==> src/rtl/ssp_pkg.sv <==
// Shared definitions for the synchronous serial port TX/RX sequencers.
package ssp_pkg;

  typedef enum logic [1:0] {
    IDLE  = 2'd0,
    FRAME = 2'd1,
    SHIFT = 2'd2
  } ssp_state_e;

  localparam int unsigned SSP_DATA_W = 8;

  // Bit-counter width for a word of w bits (never narrower than 1).
  function automatic int unsigned ssp_cnt_w(input int unsigned w);
    return (w > 1) ? $clog2(w) : 1;
  endfunction

endpackage

==> src/rtl/ssp_clkgen.sv <==
// Serial clock generator: divides pclk by two; fall_tick marks the pclk edge
// on which sclk falls.
module ssp_clkgen (
  input  logic pclk,
  input  logic clear,
  output logic sclk,
  output logic fall_tick
);

  logic phase_q;

  always_ff @(posedge pclk or posedge clear) begin
    if (clear) begin
      phase_q <= 1'b0;
    end else begin
      phase_q <= ~phase_q;
    end
  end

  assign sclk      = phase_q;
  assign fall_tick = phase_q;

endmodule

==> src/rtl/ssp_tx_sequencer.sv <==
// Transmit sequencer: pops words from the TX FIFO, frames each with an FSS
// pulse and shifts it out MSB-first, updating on the falling sclk edge.
module ssp_tx_sequencer
  import ssp_pkg::*;
#(
  parameter int unsigned DATA_W = SSP_DATA_W
) (
  input  logic              PCLK,
  input  logic              CLEAR,
  input  logic              ENABLE,
  input  logic              TXFIFO_NEMPTY,
  input  logic [DATA_W-1:0] TXFIFO_DATA,
  output logic              TXFIFO_POP,
  output logic              SSPCLKOUT,
  output logic              SSPFSSOUT,
  output logic              SSPTXD,
  output logic              SSPOE_B,
  output logic              BUSY
);

  localparam int unsigned     CntW   = ssp_cnt_w(DATA_W);
  localparam logic [CntW-1:0] CntMax = CntW'(DATA_W - 1);

  ssp_state_e        state_q, state_d;
  logic [DATA_W-1:0] shift_q, shift_d;
  logic [CntW-1:0]   cnt_q, cnt_d;
  logic              fss_q, fss_d;
  logic              txd_q, txd_d;
  logic              oe_b_q, oe_b_d;
  logic              fall_tick;
  logic              start;
  logic              pop;

  ssp_clkgen u_clkgen (
    .pclk      (PCLK),
    .clear     (CLEAR),
    .sclk      (SSPCLKOUT),
    .fall_tick (fall_tick)
  );

  assign start = ENABLE & TXFIFO_NEMPTY;

  always_comb begin
    state_d = state_q;
    shift_d = shift_q;
    cnt_d   = cnt_q;
    fss_d   = fss_q;
    txd_d   = txd_q;
    oe_b_d  = oe_b_q;
    pop     = 1'b0;
    case (state_q)
      IDLE: begin
        if (fall_tick && start) begin
          pop     = 1'b1;
          shift_d = TXFIFO_DATA;
          fss_d   = 1'b1;
          txd_d   = 1'b0;
          oe_b_d  = 1'b0;
          state_d = FRAME;
        end
      end
      FRAME: begin
        if (fall_tick) begin
          fss_d   = 1'b0;
          txd_d   = shift_q[DATA_W-1];
          cnt_d   = CntMax;
          state_d = SHIFT;
        end
      end
      SHIFT: begin
        if (fall_tick) begin
          if (cnt_q != '0) begin
            shift_d = {shift_q[DATA_W-2:0], 1'b0};
            txd_d   = shift_q[DATA_W-2];
            cnt_d   = cnt_q - CntW'(1);
          end else if (start) begin
            // Back-to-back: next frame's FSS follows the last bit directly.
            pop     = 1'b1;
            shift_d = TXFIFO_DATA;
            fss_d   = 1'b1;
            txd_d   = 1'b0;
            state_d = FRAME;
          end else begin
            txd_d   = 1'b0;
            oe_b_d  = 1'b1;
            state_d = IDLE;
          end
        end
      end
      default: begin
        state_d = IDLE;
        shift_d = '0;
        cnt_d   = '0;
        fss_d   = 1'b0;
        txd_d   = 1'b0;
        oe_b_d  = 1'b1;
      end
    endcase
  end

  always_ff @(posedge PCLK or posedge CLEAR) begin
    if (CLEAR) begin
      state_q <= IDLE;
      shift_q <= '0;
      cnt_q   <= '0;
      fss_q   <= 1'b0;
      txd_q   <= 1'b0;
      oe_b_q  <= 1'b1;
    end else begin
      state_q <= state_d;
      shift_q <= shift_d;
      cnt_q   <= cnt_d;
      fss_q   <= fss_d;
      txd_q   <= txd_d;
      oe_b_q  <= oe_b_d;
    end
  end

  assign TXFIFO_POP = pop;
  assign SSPFSSOUT  = fss_q;
  assign SSPTXD     = txd_q;
  assign SSPOE_B    = oe_b_q;
  assign BUSY       = (state_q != IDLE);

endmodule
==> config.mk <==
export PLATFORM = sky130hd
export DESIGN_NAME = ssp_tx_sequencer
export DESIGN_NICKNAME = d
export VERILOG_FILES = /design/src/rtl/ssp_pkg.sv /design/src/rtl/ssp_clkgen.sv /design/src/rtl/ssp_tx_sequencer.sv
export SDC_FILE = /design/constraint.sdc
export NUM_CORES = 1
export LEC_CHECK = 0
export BUFFER_PORTS_ARGS = -buffer_cell sky130_fd_sc_hd__buf_2
export CORE_MARGIN = 1.5
export CORE_UTILIZATION = 51
export CTS_CLUSTER_DIAMETER = 80
export DETAILED_ROUTE_END_ITERATION = 7
export GPL_TIMING_DRIVEN = 0
export PLACE_DENSITY = 0.73
export SKIP_LAST_GASP = 1
export SLEW_MARGIN = 25
export SYNTH_ARGS = -nofsm -noshare
export SYNTH_HDL_FRONTEND = slang
export SYNTH_SLANG_ARGS = --single-unit
==> constraint.sdc <==
create_clock -name PCLK -period 2.3 [get_ports PCLK]
set_clock_uncertainty 0.05 [all_clocks]
set_input_delay 0.345 -clock PCLK [delete_from_list [all_inputs] [get_ports PCLK]]
set_output_delay 0.345 -clock PCLK [all_outputs]
set_load 0.005 [all_outputs]
# Word level (Yosys, flattened, before mapping)
# Cells that the tools add are included.
[word_totals]
register_bits = 17
latchBits = 0
ramBits = 0
mem_bits_ro = 0
inputBits = 12
output_inout_bits = 6
elab_cells = 67
memories = 0
[op_classes]
n_addsub = 1
n_mul = 0
div_mod_pow = 0
magnitude_cmp = 0
eq_ne = 10
n_shift = 0
muxes = 35
n_bitwise = 4
n_reduce_logical = 10
[ops]
columns = ["cell", "count"]
rows = [
  ["$mux 8", 4],
  ["$pmux 8 s3", 1],
  ["$mux 1", 17],
  ["$reduce_and 4->1", 3],
  ["$ne 2x2->1 const B", 5],
  ["$reduce_and 5->1", 2],
  ["$mux 3", 3],
  ["$pmux 1 s3", 3],
  ["$pmux 3 s3", 1],
  ["$mux 2", 4],
  ["$pmux 2 s3", 1],
  ["$ne 2x1->1 const B", 2],
  ["$ne 3x3->1 const B", 1],
  ["$not 1->1", 3],
  ["$reduce_and 3->1", 1],
  ["$reduce_bool 3->1", 1],
  ["$sub 3x1->3 const B", 1],
  ["$eq 2x1->1 const B", 1],
  ["$eq 2x2->1 const B", 1],
  ["$logic_not 2->1", 1],
  ["$pmux 1 s2", 1],
  ["$reduce_bool 2->1", 1],
  ["$and 1x1->1", 1],
  ["$logic_and 1x1->1", 1],
]

# Longest topological paths before layout
# Gate-level depths: netlist of the first run.
[depth]
ltp_word = 5
ltp_mapped = 8
depth_no_buf = 6

# Hierarchy
# Synthesis of the first run repeated with hierarchy kept, for this count alone.
[unflattened]
hier_cells = 99
area_unflattened_um2 = 1078.5
[by_module_without_submodules]
columns = ["module", "n_inst", "cells_per_inst", "area_per_inst_um2", "seq_area_each_um2"]
rows = [
  ["ssp_tx_sequencer", 1, 95, 1038.5, 401.6],
  ["ssp_clkgen", 1, 4, 40.0, 25.0],
]

# Worst setup path before layout of the first run
# Ideal clock, no wire load.
[synth_path]
path_type = "register to register"
from = "register state_q[0]"
to = "register shift_q[1]"
setup_time_ns = 0.125
t_arrival_ns = 1.645
required_ns = 2.125
path_slack_ns = 0.480
stages_incl_launch_ff = 8
n_path_buf = 1
period_less_slack_ns = 1.820
cell_sequence = "dfrtp_1 inv_1 ha_1 nor2b_2 o31ai_2 o21a_1 buf_6 mux2_4"
[synth_via]
elab_chain_len = 3
elab_cells_between_ends = 9
cone_classes = "eq/ne (5); mux (1); bitwise (1); reduce/logical (2)"
[synth_lines]
columns = ["element", "line", "rtl"]
rows = [
  ["start, declared", "ssp_tx_sequencer.sv:24", "ssp_state_e state_q, state_d;"],
  ["start signal, assigned", "ssp_tx_sequencer.sv:110", "state_q <= state_d;"],
  ["$eq 2x2->1, or another cell as far along", "ssp_tx_sequencer.sv:51", "case (state_q)"],
  ["$ne 3x3->1 (no source line), or another cell as far along", "--", ""],
  ["$reduce_and 4->1 (no source line)", "--", ""],
  ["end signal, assigned", "ssp_tx_sequencer.sv:111", "shift_q <= shift_d;"],
  ["end, declared", "ssp_tx_sequencer.sv:25", "logic [DATA_W-1:0] shift_q, shift_d;"],
]
# Parallel ways exist; a longest one is shown, timed or not.
# A chain may end at the register's enable or synchronous reset.

# Worst setup path in the final report of the first run
[layout_path]
from = "register state_q[0]"
to = "output port TXFIFO_POP"
[layout_via]
elab_chain_len = 2
elab_cells_between_ends = 3
cone_classes = "eq/ne (1); mux (1); reduce/logical (1)"
[layout_lines]
columns = ["element", "line", "rtl"]
rows = [
  ["$eq 2x2->1 / $logic_not 2->1 (equally long branches)", "ssp_tx_sequencer.sv:51", ""],
  ["$pmux 1 s2 *", "ssp_tx_sequencer.sv:51", ""],
  ["end, declared", "ssp_tx_sequencer.sv:13", "output logic TXFIFO_POP,"],
]
# Every way passes the cells marked *; elsewhere a longest branch is shown, timed or not.

==> impl_metrics.sql, run 1 <==
INSERT INTO impl_metrics (metric_group, metric, value, unit) VALUES
('sta', 'tns', '0', 'ns'),
('synth', 'synth-seq-cells', '17', ''),
('drt', 'post-route-drc-count', '0', ''),
('synth', 'synth-warning-count', '0', ''),
('sta', 'fmax', '459', 'MHz'),
('synth', 'post_synth.cell_area_avg', '11.0', 'µm²'),
('setup_path', 'timing.critical_path.max_delay_family', 'simple AND/OR/NAND/NOR gates', ''),
('floorplanning', 'die_h', '48.2', 'µm'),
('setup_path', 'path_max_fanout', '8', ''),
('clock_network', 'clk_path_buf_depth', '2', ''),
('setup_path', 'critical_path.max_stage_delay', '0.42', 'ns'),
('sta', 'worst-slew-pin-transition', '0.653', 'ns'),
('setup_path', 'path_cells', 'inv_1, ha_1, nand3b_1, nand2_2, and3_2, buf_2', ''),
('placed_design', 'gp_congestion', '0.735', ''),
('clock_network', 'clkSinkCount', '17', ''),
('drt', 'ant_nets', '0', ''),
('floorplanning', 'io-pin-count', '18', ''),
('clock_network', 'holdBufCountCts', '0', ''),
('sta', 'timing.final.hold_violations', '0', ''),
('setup_path', 'rr_worst_depth', '7', ''),
('setup_path', 'criticalPathCategory', 'reg -> out', ''),
('sta', 'rsz0062_at_grt', 'false', ''),
('layout', 'area_growth_syn_to_layout', '14.4', '%'),
('grt', 'grt_start_max_net_pins', '18', ''),
('sta', 'final_min_period_over_clock_period', '0.947', ''),
('drt', 'dr_total_vias', '757', ''),
('floorplanning', 'chipWidth', '48.2', 'µm'),
('drt', 'number_of_drc_violations_after_detailed_routing_iteration_0', '7', ''),
('synth', 'post_synthesis_cell_area', '0.00104', 'mm²'),
('clock_network', 'worst_setup_hold_path_clk_slew', '0.10', 'ns'),
('clock_network', 'cts_tree', 'done', ''),
('setup_path', 'timing.critical_path.slowest_stage_cell', 'sky130_fd_sc_hd__dfrtp_1', ''),
('floorplanning', 'initial_core_util', '0.537', ''),
('power', 'worst_ir_drop_vdd', '668', 'µV'),
('clock_network', 'clock_tree.htree_level_count', '1', ''),
('run', 'maxCapViolations', '0', ''),
('layout', 'fin_nets', '136', ''),
('setup_path', 'worstReg2RegStart', 'state_q[0]$_DFFE_PP0P_', ''),
('layout', 'ratio_of_cells_with_drive_above_1_in_the_final_layout', '0.379', ''),
('grt', 'grt-ovfl-total', '0', ''),
('sta', 'finalSetupViolCount', '0', ''),
('setup_path', 'crit_path_end_kind', 'primary output', ''),
('sta', 'period_needed', '2.18', 'ns'),
('placed_design', 'buffer_ports.inserted', '17', ''),
('sta', 'timing.slew.headroom', '0.564', ''),
('synth', 'syn-instance-count', '95', ''),
('power', 'p_leak', '0.607', 'nW'),
('setup_path', 'crit_required', '1.90', 'ns'),
('placed_design', 'post-place-ws', '0.313', 'ns'),
('sta', 'setup_ws', '0.121', 'ns'),
('min_path', 'hold_path_class', 'in -> async', ''),
('clock_network', 'cts_root_buf', 'sky130_fd_sc_hd__clkbuf_4', ''),
('setup_path', 'timing.rr.end', 'shift_q[6]$_DFFE_PP0P_', ''),
('synth', 'synth.lib_cells_used.distinct', '38', ''),
('drt', 'firstDrtPassIters', '6', ''),
('floorplanning', 'die_area', '0.00233', 'mm²'),
('sta', 'number_of_max_slew_violations_in_the_final_report', '0', ''),
('drt', 'routed_via_density', '5.29', ''),
('synth', 'synth_seq_area_share', '0.409', ''),
('grt', 'global_route.usage.total', '0.187', ''),
('grt', 'grt_pass1_wl', '2.97', 'mm'),
('drt', 'route.final.wire_length', '1.98', 'mm'),
('clock_network', 'cts_inserted_buffers', '3', ''),
('setup_path', 'r2r_setup_slack', '0.33', 'ns'),
('clock_network', 'worst_skew_pair_latency', '0.30', 'ns'),
('synth', 'synth.net_count', '114', ''),
('outcome', 'outcome', 'finished, final reports clean', ''),
('grt', 'vias_in_the_first_global_route', '698', ''),
('placed_design', 'detailedPlacementHpwl', '1.50', 'mm'),
('sta', 'hold_ws', '0.0668', 'ns'),
('floorplanning', 'core_area', '0.00194', 'mm²'),
('drt', 'post_drt_wl_per_cell', '13.9', 'µm'),
('grt', 'antenna_found_initial', '0', ''),
('power', 'power.density_cell_area', '1370', 'mW/mm²'),
('setup_path', 'worst-endpoint-arrival', '1.78', 'ns'),
('setup_path', 'launching_element_type_of_the_critical_path', 'flip-flop', ''),
('floorplanning', 'row_count', '16', ''),
('layout', 'diode_insertion_count_for_antenna_repair', '0', ''),
('setup_path', 'timing.critical_path.buf_inv', '2', '');
[final cells by class]
type / count / area (µm²)
fill: 181 / 748
multi-input combinational: 62 / 551
sequential: 17 / 427
timing repair buffer: 17 / 85.1
inverter: 11 / 41.3
tap: 27 / 33.8
buffer: 5 / 30.0
clock buffer: 4 / 26.3
[worst register-to-register path: stages (launching register included)]
cell and delay (ns):
sky130_fd_sc_hd__dfrtp_1 0.42, sky130_fd_sc_hd__inv_1 0.09, sky130_fd_sc_hd__ha_1 0.24, sky130_fd_sc_hd__nor2b_2 0.17, sky130_fd_sc_hd__o31ai_2 0.25, sky130_fd_sc_hd__o21a_1 0.18, sky130_fd_sc_hd__buf_6 0.15, sky130_fd_sc_hd__mux2_4 0.31
[report_power, final]
group / internal, mW / total [mW] / switching (mW) / leakage [nW]
registers: 0.423 / 0.490 / 0.0666 / 0.214
clock network: 0.0677 / 0.168 / 0.100 / 0.0150
logic: 0.505 / 0.974 / 0.469 / 0.378
[cells in the mapped netlist]
library cell	number	area (µm²)
sky130_fd_sc_hd__mux2_2	3	33.8
sky130_fd_sc_hd__ha_1	7	87.6
sky130_fd_sc_hd__o31ai_1	1	7.51
sky130_fd_sc_hd__nand4b_1	1	8.76
sky130_fd_sc_hd__nand2_1	6	22.5
sky130_fd_sc_hd__clkbuf_1	1	3.75
sky130_fd_sc_hd__a31o_2	1	8.76
sky130_fd_sc_hd__and2_1	1	6.26
sky130_fd_sc_hd__a2bb2oi_2	1	15.0
sky130_fd_sc_hd__o21ai_0	2	10.0
sky130_fd_sc_hd__dfrtp_1	16	400
sky130_fd_sc_hd__a31oi_1	1	6.26
sky130_fd_sc_hd__nand3b_1	1	7.51
sky130_fd_sc_hd__and2_0	1	6.26
sky130_fd_sc_hd__nand2b_1	1	6.26
sky130_fd_sc_hd__nand3_1	1	5.00
sky130_fd_sc_hd__a311oi_1	1	8.76
sky130_fd_sc_hd__o211ai_1	1	7.51
sky130_fd_sc_hd__o31ai_2	1	12.5
sky130_fd_sc_hd__inv_1	11	41.3
sky130_fd_sc_hd__o32a_1	1	10.0
sky130_fd_sc_hd__buf_6	1	11.3
sky130_fd_sc_hd__nor2b_2	1	8.76
sky130_fd_sc_hd__a21oi_1	3	15.0
sky130_fd_sc_hd__nor2_1	1	3.75
sky130_fd_sc_hd__a22o_1	7	61.3
sky130_fd_sc_hd__o21ba_2	1	10.0
sky130_fd_sc_hd__dfstp_2	1	26.3
sky130_fd_sc_hd__o21a_1	1	7.51
sky130_fd_sc_hd__a22oi_1	1	7.51
sky130_fd_sc_hd__buf_2	3	15.0
sky130_fd_sc_hd__mux2i_1	1	10.0
sky130_fd_sc_hd__and3_2	1	7.51
sky130_fd_sc_hd__nor2b_1	1	6.26
sky130_fd_sc_hd__mux2_4	7	105
sky130_fd_sc_hd__nor3_1	1	5.00
sky130_fd_sc_hd__o22ai_1	3	18.8
sky130_fd_sc_hd__and2b_2	1	8.76
[kinds of logic after synthesis]
family,Yosys count,synth area share
and+or+nand+nor,18,0.0983
buffers and inverters,16,0.0683
adders and majority gates,7,0.0839
muxes,11,0.143
DFF,17,0.409
AOI/OAI and AO/OA,26,0.198
[state kept, by name, indices dropped and copies added (netlist names)]
register,cells
SSPFSSOUT,1
SSPTXD,1
state_q,2
shift_q,8
u_clkgen.fall_tick,1
SSPOE_B,1
cnt_q,3
[worst max path at each step]
stage,startpoint,to,slack [ns],cells past startpoint
floorplan,state_q[0]$_DFFE_PP0P_,shift_q[1]$_DFFE_PP0P_,0.48,7
global placement,state_q[1]$_DFFE_PP0P_,TXFIFO_POP,0.35,6
detailed placement,state_q[0]$_DFFE_PP0P_,TXFIFO_POP,0.31,6
CTS,state_q[0]$_DFFE_PP0P_,TXFIFO_POP,0.001,6
global route,state_q[0]$_DFFE_PP0P_,TXFIFO_POP,0.03,6
finish,state_q[0]$_DFFE_PP0P_,TXFIFO_POP,0.12,6
[what timing repair did]
item | in CTS | in global routing
resized for setup | 0 | 2
setup endpoints to repair | 0 | 1
buffers inserted | 0 | 0
[per-stage QoR]
step / cell area [µm²] / cells / power, mW / utilization
6_report: 1190 / 143 / 1.63 / 0.615
5_1_grt: 1190 / 143 / 1.76 / 0.615
4_1_cts: 1190 / 143 / 1.63 / 0.612
3_5_place_dp: 1160 / 139 / 1.46 / 0.599
3_3_place_gp: 1160 / 139 / 1.42 / 0.599
2_1_floorplan: 1040 / 95 / 1.25 / -
[placed cells by master, fill, tap and decap left out, types with 2 or more instances in the layout]
| master | count |
|---|---|
| sky130_fd_sc_hd__a21oi_1 | 3 |
| sky130_fd_sc_hd__a22o_1 | 7 |
| sky130_fd_sc_hd__buf_2 | 20 |
| sky130_fd_sc_hd__clkbuf_1 | 2 |
| sky130_fd_sc_hd__clkbuf_4 | 3 |
| sky130_fd_sc_hd__dfrtp_1 | 16 |
| sky130_fd_sc_hd__ha_1 | 6 |
| sky130_fd_sc_hd__inv_1 | 11 |
| sky130_fd_sc_hd__mux2_2 | 3 |
| sky130_fd_sc_hd__mux2_4 | 7 |
| sky130_fd_sc_hd__nand2_1 | 5 |
| sky130_fd_sc_hd__o21ai_0 | 2 |
| sky130_fd_sc_hd__o22ai_1 | 3 |
[layer usage]
| layer | up-vias | global-route usage | wire length [µm] |
|---|---|---|---|
| li1 | 377 | - | - |
| met1 | 365 | 0.231 | 941 |
| met2 | 12 | 0.297 | 962 |
| met3 | 3 | 0.0481 | 55 |
| met4 | 0 | 0.0973 | 25 |
| met5 | - | 0 | 0 |
Note: power is estimated with default switching activity, not from simulation.
==> run 2: changes to the inputs <==
--- a/config.mk
+++ b/config.mk
@@ -7,11 +7,11 @@
 export LEC_CHECK = 0
 export BUFFER_PORTS_ARGS = -buffer_cell sky130_fd_sc_hd__buf_2
 export CORE_MARGIN = 1.5
-export CORE_UTILIZATION = 51
+export CORE_UTILIZATION = 50
 export CTS_CLUSTER_DIAMETER = 80
 export DETAILED_ROUTE_END_ITERATION = 7
 export GPL_TIMING_DRIVEN = 0
-export PLACE_DENSITY = 0.73
+export PLACE_DENSITY = 0.71
 export SKIP_LAST_GASP = 1
 export SLEW_MARGIN = 25
 export SYNTH_ARGS = -nofsm -noshare
==> run 2 against run 1 <==
Against the previous run:
- clock power shrank 7%
- utilization shrank 0.75 points
- combinational power is essentially flat
- design area shrank 0.21%
- maximum frequency grew 1.1%
- sequential share of layout area grew 0.075 points
- register-to-register slack lost 0.05 ns
- wire length grew 1.5%
- sequential power grew 1%
- clock-buffer cell count is the same
- critical path depth is the same
==> impl_metrics.sql, run 2 (synthesis gave the netlist of run 1 again) <==
INSERT INTO impl_metrics (metric_group, metric, value, unit) VALUES
('layout', 'ratio_of_cells_with_drive_above_1_in_the_final_layout', '0.379', ''),
('sta', 'tns', '0', 'ns'),
('drt', 'route.final.wire_length', '2.01', 'mm'),
('grt', 'grt-ovfl-total', '0', ''),
('sta', 'worst-slew-pin-transition', '0.624', 'ns'),
('run', 'maxCapViolations', '0', ''),
('sta', 'number_of_max_slew_violations_in_the_final_report', '0', ''),
('grt', 'grt_pass1_wl', '3.51', 'mm'),
('placed_design', 'place_area', '0.00116', 'mm²'),
('layout', 'area_growth_syn_to_layout', '14.1', '%'),
('floorplanning', 'die_area', '0.00237', 'mm²'),
('layout', 'layout.cells.most_common', 'sky130_fd_sc_hd__buf_2', ''),
('clock_network', 'clkSinkCount', '17', ''),
('sta', 'period_needed', '2.15', 'ns'),
('setup_path', 'worst-endpoint-arrival', '1.76', 'ns'),
('layout', 'stdcell_count', '143', ''),
('placed_design', 'gp_congestion', '0.729', ''),
('clock_network', 'holdBufCountCts', '0', ''),
('clock_network', 'cts_tree', 'done', ''),
('sta', 'timing.slew.headroom', '0.583', ''),
('sta', 'fmax', '464', 'MHz'),
('setup_path', 'launching_element_type_of_the_critical_path', 'flip-flop', ''),
('layout', 'diode_insertion_count_for_antenna_repair', '0', ''),
('clock_network', 'cts-resized-gates', '0', ''),
('layout', 'post_layout_util', '0.607', ''),
('drt', 'ant_nets', '0', ''),
('drt', 'routed_via_density', '5.45', ''),
('layout', 'final_cell_mix', '20 x sky130_fd_sc_hd__buf_2, 16 x sky130_fd_sc_hd__dfrtp_1, 10 x sky130_fd_sc_hd__inv_1', ''),
('floorplanning', 'chipWidth', '48.7', 'µm'),
('grt', 'antenna_found_initial', '0', ''),
('outcome', 'outcome', 'finished, final reports clean', ''),
('setup_path', 'path_max_fanout', '8', ''),
('clock_network', 'cts_setup_buffers', '0', ''),
('drt', 'post_drt_wl_per_cell', '14.1', 'µm'),
('setup_path', 'criticalPathCategory', 'reg -> out', ''),
('placed_design', 'post-place-cells', '139', ''),
('floorplanning', 'io-pin-count', '18', ''),
('sta', 'final_min_period_over_clock_period', '0.937', ''),
('min_path', 'hold_path_class', 'in -> async', ''),
('clock_network', 'cts_root_buf', 'sky130_fd_sc_hd__clkbuf_4', ''),
('placed_design', 'buffer_ports.inserted', '17', ''),
('floorplanning', 'die_h', '48.7', 'µm'),
('setup_path', 'crit_required', '1.90', 'ns'),
('layout', 'flip_flop_count_of_the_largest_register_after_layout', '8', ''),
('drt', 'post-route-drc-count', '0', ''),
('drt', 'firstDrtPassIters', '4', ''),
('sta', 'timing.final.hold_violations', '0', ''),
('grt', 'global_route.usage.total', '0.190', ''),
('clock_network', 'clock_tree.htree_level_count', '1', ''),
('layout', 'largest-register', 'shift_q', ''),
('floorplanning', 'core_area', '0.00196', 'mm²'),
('power', 'p_leak', '0.607', 'nW'),
('floorplanning', 'initial_core_util', '0.532', ''),
('clock_network', 'worst_skew_pair_latency', '0.28', 'ns'),
('layout', 'fin_nets', '136', ''),
('layout', 'regs_by_ff_count', 'shift_q x8, cnt_q x3, state_q x2', ''),
('clock_network', 'clk_path_buf_depth', '2', ''),
('power', 'worst_ir_drop_vdd', '848', 'µV'),
('sta', 'finalSetupViolCount', '0', ''),
('floorplanning', 'row_count', '16', ''),
('layout', 'design_area', '0.00119', 'mm²'),
('placed_design', 'detailedPlacementHpwl', '1.48', 'mm'),
('drt', 'dr_total_vias', '780', ''),
('power', 'finalPower', '1.62', 'mW'),
('grt', 'grt_start_max_net_pins', '18', ''),
('grt', 'vias_in_the_first_global_route', '746', ''),
('power', 'power.density_cell_area', '1360', 'mW/mm²'),
('sta', 'rsz0062_at_grt', 'false', ''),
('clock_network', 'cts_inserted_buffers', '3', ''),
('setup_path', 'crit_path_end_kind', 'primary output', ''),
('drt', 'number_of_drc_violations_after_detailed_routing_iteration_0', '11', ''),
('clock_network', 'worst_setup_hold_path_clk_slew', '0.10', 'ns');
## run 2: worst max-delay path, stage by stage (launching register included)
cell and delay [ns]:
sky130_fd_sc_hd__dfrtp_1 0.43, sky130_fd_sc_hd__inv_1 0.08, sky130_fd_sc_hd__ha_1 0.24, sky130_fd_sc_hd__nand3b_1 0.20
sky130_fd_sc_hd__nand2_2 0.16, sky130_fd_sc_hd__and3_2 0.25, sky130_fd_sc_hd__buf_2 0.12
## run 2: report_power, final
part	internal (mW)	switching (mW)
clock network	0.0672	0.0893
logic	0.497	0.475
registers	0.423	0.0716
total	0.988	0.636
## run 2: metal layers
metal	part of all wire	vias up	GRT usage	routed length [µm]
met3	0.034	2	0.0278	69
met5	0	-	0	0
li1	-	383	-	-
met4	0.0060	0	0.0524	12
met1	0.50	378	0.282	1010
met2	0.46	17	0.290	920
## run 2: stage by stage
step           worst slack, ns  hold slack (ns)
6_report                 0.145           0.0700
5_1_grt                 0.0154            0.142
4_1_cts                 0.0397           0.0943
3_5_place_dp             0.306            0.407
3_3_place_gp             0.349            0.405
2_1_floorplan            0.480            0.220
## run 2: worst paths after layout
check / startpoint / to / slack (ns) / depth (start not counted)
setup / recovery: state_q[0]$_DFFE_PP0P_ / TXFIFO_POP / 0.15 / 6
hold / removal: CLEAR / cnt_q[2]$_DFFE_PP0P_ / 0.07 / 2
setup reg to reg: state_q[0]$_DFFE_PP0P_ / shift_q[1]$_DFFE_PP0P_ / 0.28 / 7
hold reg to reg: SSPTXD$_DFFE_PP0P_ / SSPTXD$_DFFE_PP0P_ / 0.43 / 2
max in group asynchronous: CLEAR / shift_q[1]$_DFFE_PP0P_ / 1.72 / 2
min in group PCLK: TXFIFO_DATA[0] / shift_q[0]$_DFFE_PP0P_ / 0.27 / 3
## run 2: cell type report
class,instances,area [µm²]
Fill cell,183,771
Multi-Input combinational cell,62,548
Sequential cell,17,427
Timing Repair Buffer,17,85.1
Inverter,11,41.3
Tap cell,27,33.8
Buffer,5,30.0
Clock buffer,4,26.3
==> run 3: changes to the inputs <==
--- a/config.mk
+++ b/config.mk
@@ -5,13 +5,17 @@
 export SDC_FILE = /design/constraint.sdc
 export NUM_CORES = 1
 export LEC_CHECK = 0
+export ABC_CLOCK_PERIOD_IN_PS = 2300
 export BUFFER_PORTS_ARGS = -buffer_cell sky130_fd_sc_hd__buf_2
+export CELL_PAD_IN_SITES_DETAIL_PLACEMENT = 0
+export CELL_PAD_IN_SITES_GLOBAL_PLACEMENT = 2
 export CORE_MARGIN = 1.5
-export CORE_UTILIZATION = 50
+export CORE_UTILIZATION = 35
 export CTS_CLUSTER_DIAMETER = 80
 export DETAILED_ROUTE_END_ITERATION = 7
 export GPL_TIMING_DRIVEN = 0
-export PLACE_DENSITY = 0.71
+export HOLD_SLACK_MARGIN = 0.1
+export PLACE_DENSITY = 0.76
 export SKIP_LAST_GASP = 1
 export SLEW_MARGIN = 25
 export SYNTH_ARGS = -nofsm -noshare
==> run 3 against run 2 <==
Against the previous run:
- via count increased by 0.64%
- register-to-register slack worse by 0.02 ns
- combinational power grew 2%
- die area grew 40%
- utilization fell by 17 points
- clock power up 4%
- critical path depth is the same
- sequential power decreased by 2%
- cell count is 4.2% higher
- setup slack improved by 0.018 ns
- first-iteration DRC count increased by 45%
- wire length grew 2.1%
- critical path type unchanged
- highest routed layer unchanged
==> impl_metrics.sql, run 3 (synthesis gave the netlist of run 1 again) <==
INSERT INTO impl_metrics (metric_group, metric, value, unit) VALUES
('power', 'seq_power_share', '0.296', ''),
('layout', 'flip_flop_count_of_the_largest_register_after_layout', '8', ''),
('grt', 'antenna_found_initial', '0', ''),
('drt', 'post-route-drc-count', '0', ''),
('setup_path', 'rr_worst_depth', '8', ''),
('power', 'netSwitchingFraction', '0.387', ''),
('sta', 'finalSetupViolCount', '0', ''),
('clock_network', 'cts_root_buf', 'sky130_fd_sc_hd__clkbuf_4', ''),
('clock_network', 'cts_tree', 'done', ''),
('power', 'internal-power', '1.00', 'mW'),
('layout', 'fin_nets', '138', ''),
('setup_path', 'path_max_fanout', '8', ''),
('drt', 'routed_via_density', '5.27', ''),
('power', 'power.density_cell_area', '1350', 'mW/mm²'),
('outcome', 'outcome', 'finished, final reports clean', ''),
('clock_network', 'clkSinkCount', '17', ''),
('layout', 'regs_by_ff_count', 'shift_q x8, cnt_q x3, state_q x2', ''),
('drt', 'firstDrtPassIters', '4', ''),
('floorplanning', 'initial_core_util', '0.375', ''),
('layout', 'stdcell_count', '149', ''),
('power', 'p_sw', '635', 'µW'),
('layout', 'design_area', '0.00122', 'mm²'),
('placed_design', 'post-place-cells', '143', ''),
('layout', 'largest-register', 'shift_q', ''),
('floorplanning', 'die_h', '57.6', 'µm'),
('drt', 'post_drt_wl_per_cell', '13.8', 'µm'),
('grt', 'vias_in_the_first_global_route', '794', ''),
('drt', 'ant_nets', '0', ''),
('power', 'worst_ir_drop_vdd', '628', 'µV'),
('sta', 'rsz0062_at_grt', 'false', ''),
('clock_network', 'cts_inserted_buffers', '3', ''),
('setup_path', 'worst-endpoint-arrival', '1.74', 'ns'),
('setup_path', 'crit_required', '1.90', 'ns'),
('setup_path', 'critical_path.max_stage_delay', '0.42', 'ns'),
('sta', 'worst-slew-pin-transition', '0.664', 'ns'),
('drt', 'dr_total_vias', '785', ''),
('placed_design', 'gp_congestion', '0.709', ''),
('sta', 'tns', '0', 'ns'),
('grt', 'grt-ovfl-total', '0', ''),
('power', 'power.share.clock', '0.100', ''),
('clock_network', 'worst_skew_pair_latency', '0.29', 'ns'),
('min_path', 'hold_path_class', 'in -> reg', ''),
('sta', 'number_of_max_slew_violations_in_the_final_report', '0', ''),
('layout', 'layout.cells.most_common', 'sky130_fd_sc_hd__buf_2', ''),
('layout', 'area_growth_syn_to_layout', '16.7', '%'),
('sta', 'fmax', '468', 'MHz'),
('drt', 'route.final.wire_length', '2.06', 'mm'),
('placed_design', 'detailedPlacementHpwl', '1.49', 'mm'),
('floorplanning', 'die_area', '0.00332', 'mm²'),
('setup_path', 'r2r_setup_slack', '0.26', 'ns'),
('grt', 'global_route.usage.total', '0.142', ''),
('setup_path', 'path_cells', 'inv_1, ha_2, inv_1, nand2_2, and3_2, buf_2', ''),
('placed_design', 'place_area', '0.00117', 'mm²'),
('grt', 'grt_start_max_net_pins', '18', ''),
('setup_path', 'worstReg2RegStart', 'state_q[0]$_DFFE_PP0P_', ''),
('sta', 'period_needed', '2.14', 'ns'),
('clock_network', 'worst_setup_hold_path_clk_slew', '0.11', 'ns'),
('setup_path', 'criticalPathCategory', 'reg -> out', ''),
('setup_path', 'timing.critical_path.slowest_stage_cell', 'sky130_fd_sc_hd__dfrtp_1', ''),
('sta', 'timing.slew.headroom', '0.557', ''),
('power', 'comb_power_share', '0.604', ''),
('setup_path', 'timing.rr.end', 'shift_q[7]$_DFFE_PP0P_', ''),
('setup_path', 'crit_path_end_kind', 'primary output', ''),
('floorplanning', 'core_area', '0.00278', 'mm²'),
('layout', 'post_layout_util', '0.438', ''),
('layout', 'diode_insertion_count_for_antenna_repair', '0', ''),
('floorplanning', 'row_count', '19', ''),
('run', 'maxCapViolations', '0', ''),
('floorplanning', 'io-pin-count', '18', ''),
('setup_path', 'startpoint', 'state_q[1]$_DFFE_PP0P_', ''),
('drt', 'number_of_drc_violations_after_detailed_routing_iteration_0', '16', ''),
('sta', 'final_min_period_over_clock_period', '0.929', ''),
('placed_design', 'buffer_ports.inserted', '17', ''),
('layout', 'final_cell_mix', '20 x sky130_fd_sc_hd__buf_2, 16 x sky130_fd_sc_hd__dfrtp_1, 11 x sky130_fd_sc_hd__inv_1, 7 x sky130_fd_sc_hd__a22o_1, 7 x sky130_fd_sc_hd__mux2_4', ''),
('setup_path', 'cp_common_cell', 'sky130_fd_sc_hd__inv_1', ''),
('floorplanning', 'chipWidth', '57.6', 'µm'),
('power', 'p_leak', '0.619', 'nW'),
('grt', 'grt_pass1_wl', '3.58', 'mm'),
('setup_path', 'worst_setup_path_endpoint', 'TXFIFO_POP', ''),
('clock_network', 'clk_path_buf_depth', '2', ''),
('layout', 'ratio_of_cells_with_drive_above_1_in_the_final_layout', '0.390', ''),
('sta', 'timing.final.hold_violations', '0', ''),
('clock_network', 'clock_tree.htree_level_count', '1', ''),
('setup_path', 'launching_element_type_of_the_critical_path', 'flip-flop', '');
==> run 3: changes by cell type in the layout (fill, tap and decap cells not counted) <==
cell,change
sky130_fd_sc_hd__inv_1,+1
sky130_fd_sc_hd__ha_1,-1
sky130_fd_sc_hd__dlygate4sd3_1,+1
sky130_fd_sc_hd__buf_4,+1
sky130_fd_sc_hd__clkinv_2,+1
sky130_fd_sc_hd__ha_2,+1
sky130_fd_sc_hd__clkbuf_1,-1
sky130_fd_sc_hd__inv_2,-1
==> run 3: area by class of cell <==
class                   instances  area, µm²
repair buffers                 19        103
fillers                       272       1560
flip-flops and latches         17        427
plain buffers                   5       30.0
well taps                      31       38.8
clock buffers                   3       22.5
inverters                      11       41.3
clock inverters                 1       5.00
multi-input cells              62        551
==> run 3: through the flow <==
stage	hold slack [ns]	power [mW]	setup WS (ns)
floorplan	0.220	1.25	0.480
global placement	0.413	1.45	0.290
detailed placement	0.423	1.45	0.306
CTS	0.243	1.63	0.0288
global route	0.242	1.79	0.0376
finish	0.242	1.64	0.164
==> run 3: what timing repair did <==
item / in CTS / in global routing
hold endpoints to repair: 9 / 0
hold buffers: 1 / 0
setup endpoints to repair: 1 / 1
pin swaps: 0 / 0
gates resized for setup: 1 / 1
setup buffers: 0 / 1
==> run 3: power groups by stage <==
stage               clock [mW]  sequential [mW]  combinational (mW)
global route             0.184            0.497                1.11
floorplan                    0            0.483               0.768
CTS                      0.168            0.489               0.974
global placement             0            0.493               0.958
detailed placement           0            0.494               0.960
finish                   0.164            0.484               0.990
==> run 3: critical path: cells and delay by family, from the launching register on <==
| family | cells | cell delay, ns |
|---|---|---|
| simple gates | 2 | 0.38 |
| fa+ha+maj | 1 | 0.28 |
| flops | 1 | 0.42 |
| buf+inv | 3 | 0.36 |
==> run 3: worst min path at each step <==
stage                             from                      to  slack [ns]  depth (start not counted)
global route            TXFIFO_DATA[0]  shift_q[0]$_DFFE_PP0P_        0.24                          3
detailed placement  SSPTXD$_DFFE_PP0P_      SSPTXD$_DFFE_PP0P_        0.42                          2
floorplan                        CLEAR   SSPFSSOUT$_DFFE_PP0P_        0.22                          1
global placement    SSPTXD$_DFFE_PP0P_      SSPTXD$_DFFE_PP0P_        0.41                          2
finish                  TXFIFO_DATA[0]  shift_q[0]$_DFFE_PP0P_        0.24                          3
CTS                     TXFIFO_DATA[0]  shift_q[0]$_DFFE_PP0P_        0.24                          3
==> run 3: metal layers <==
metal	GRT usage	routed length, µm
met5	0	0
met4	0.0299	10
met3	0.0499	101
met2	0.231	953
met1	0.182	991
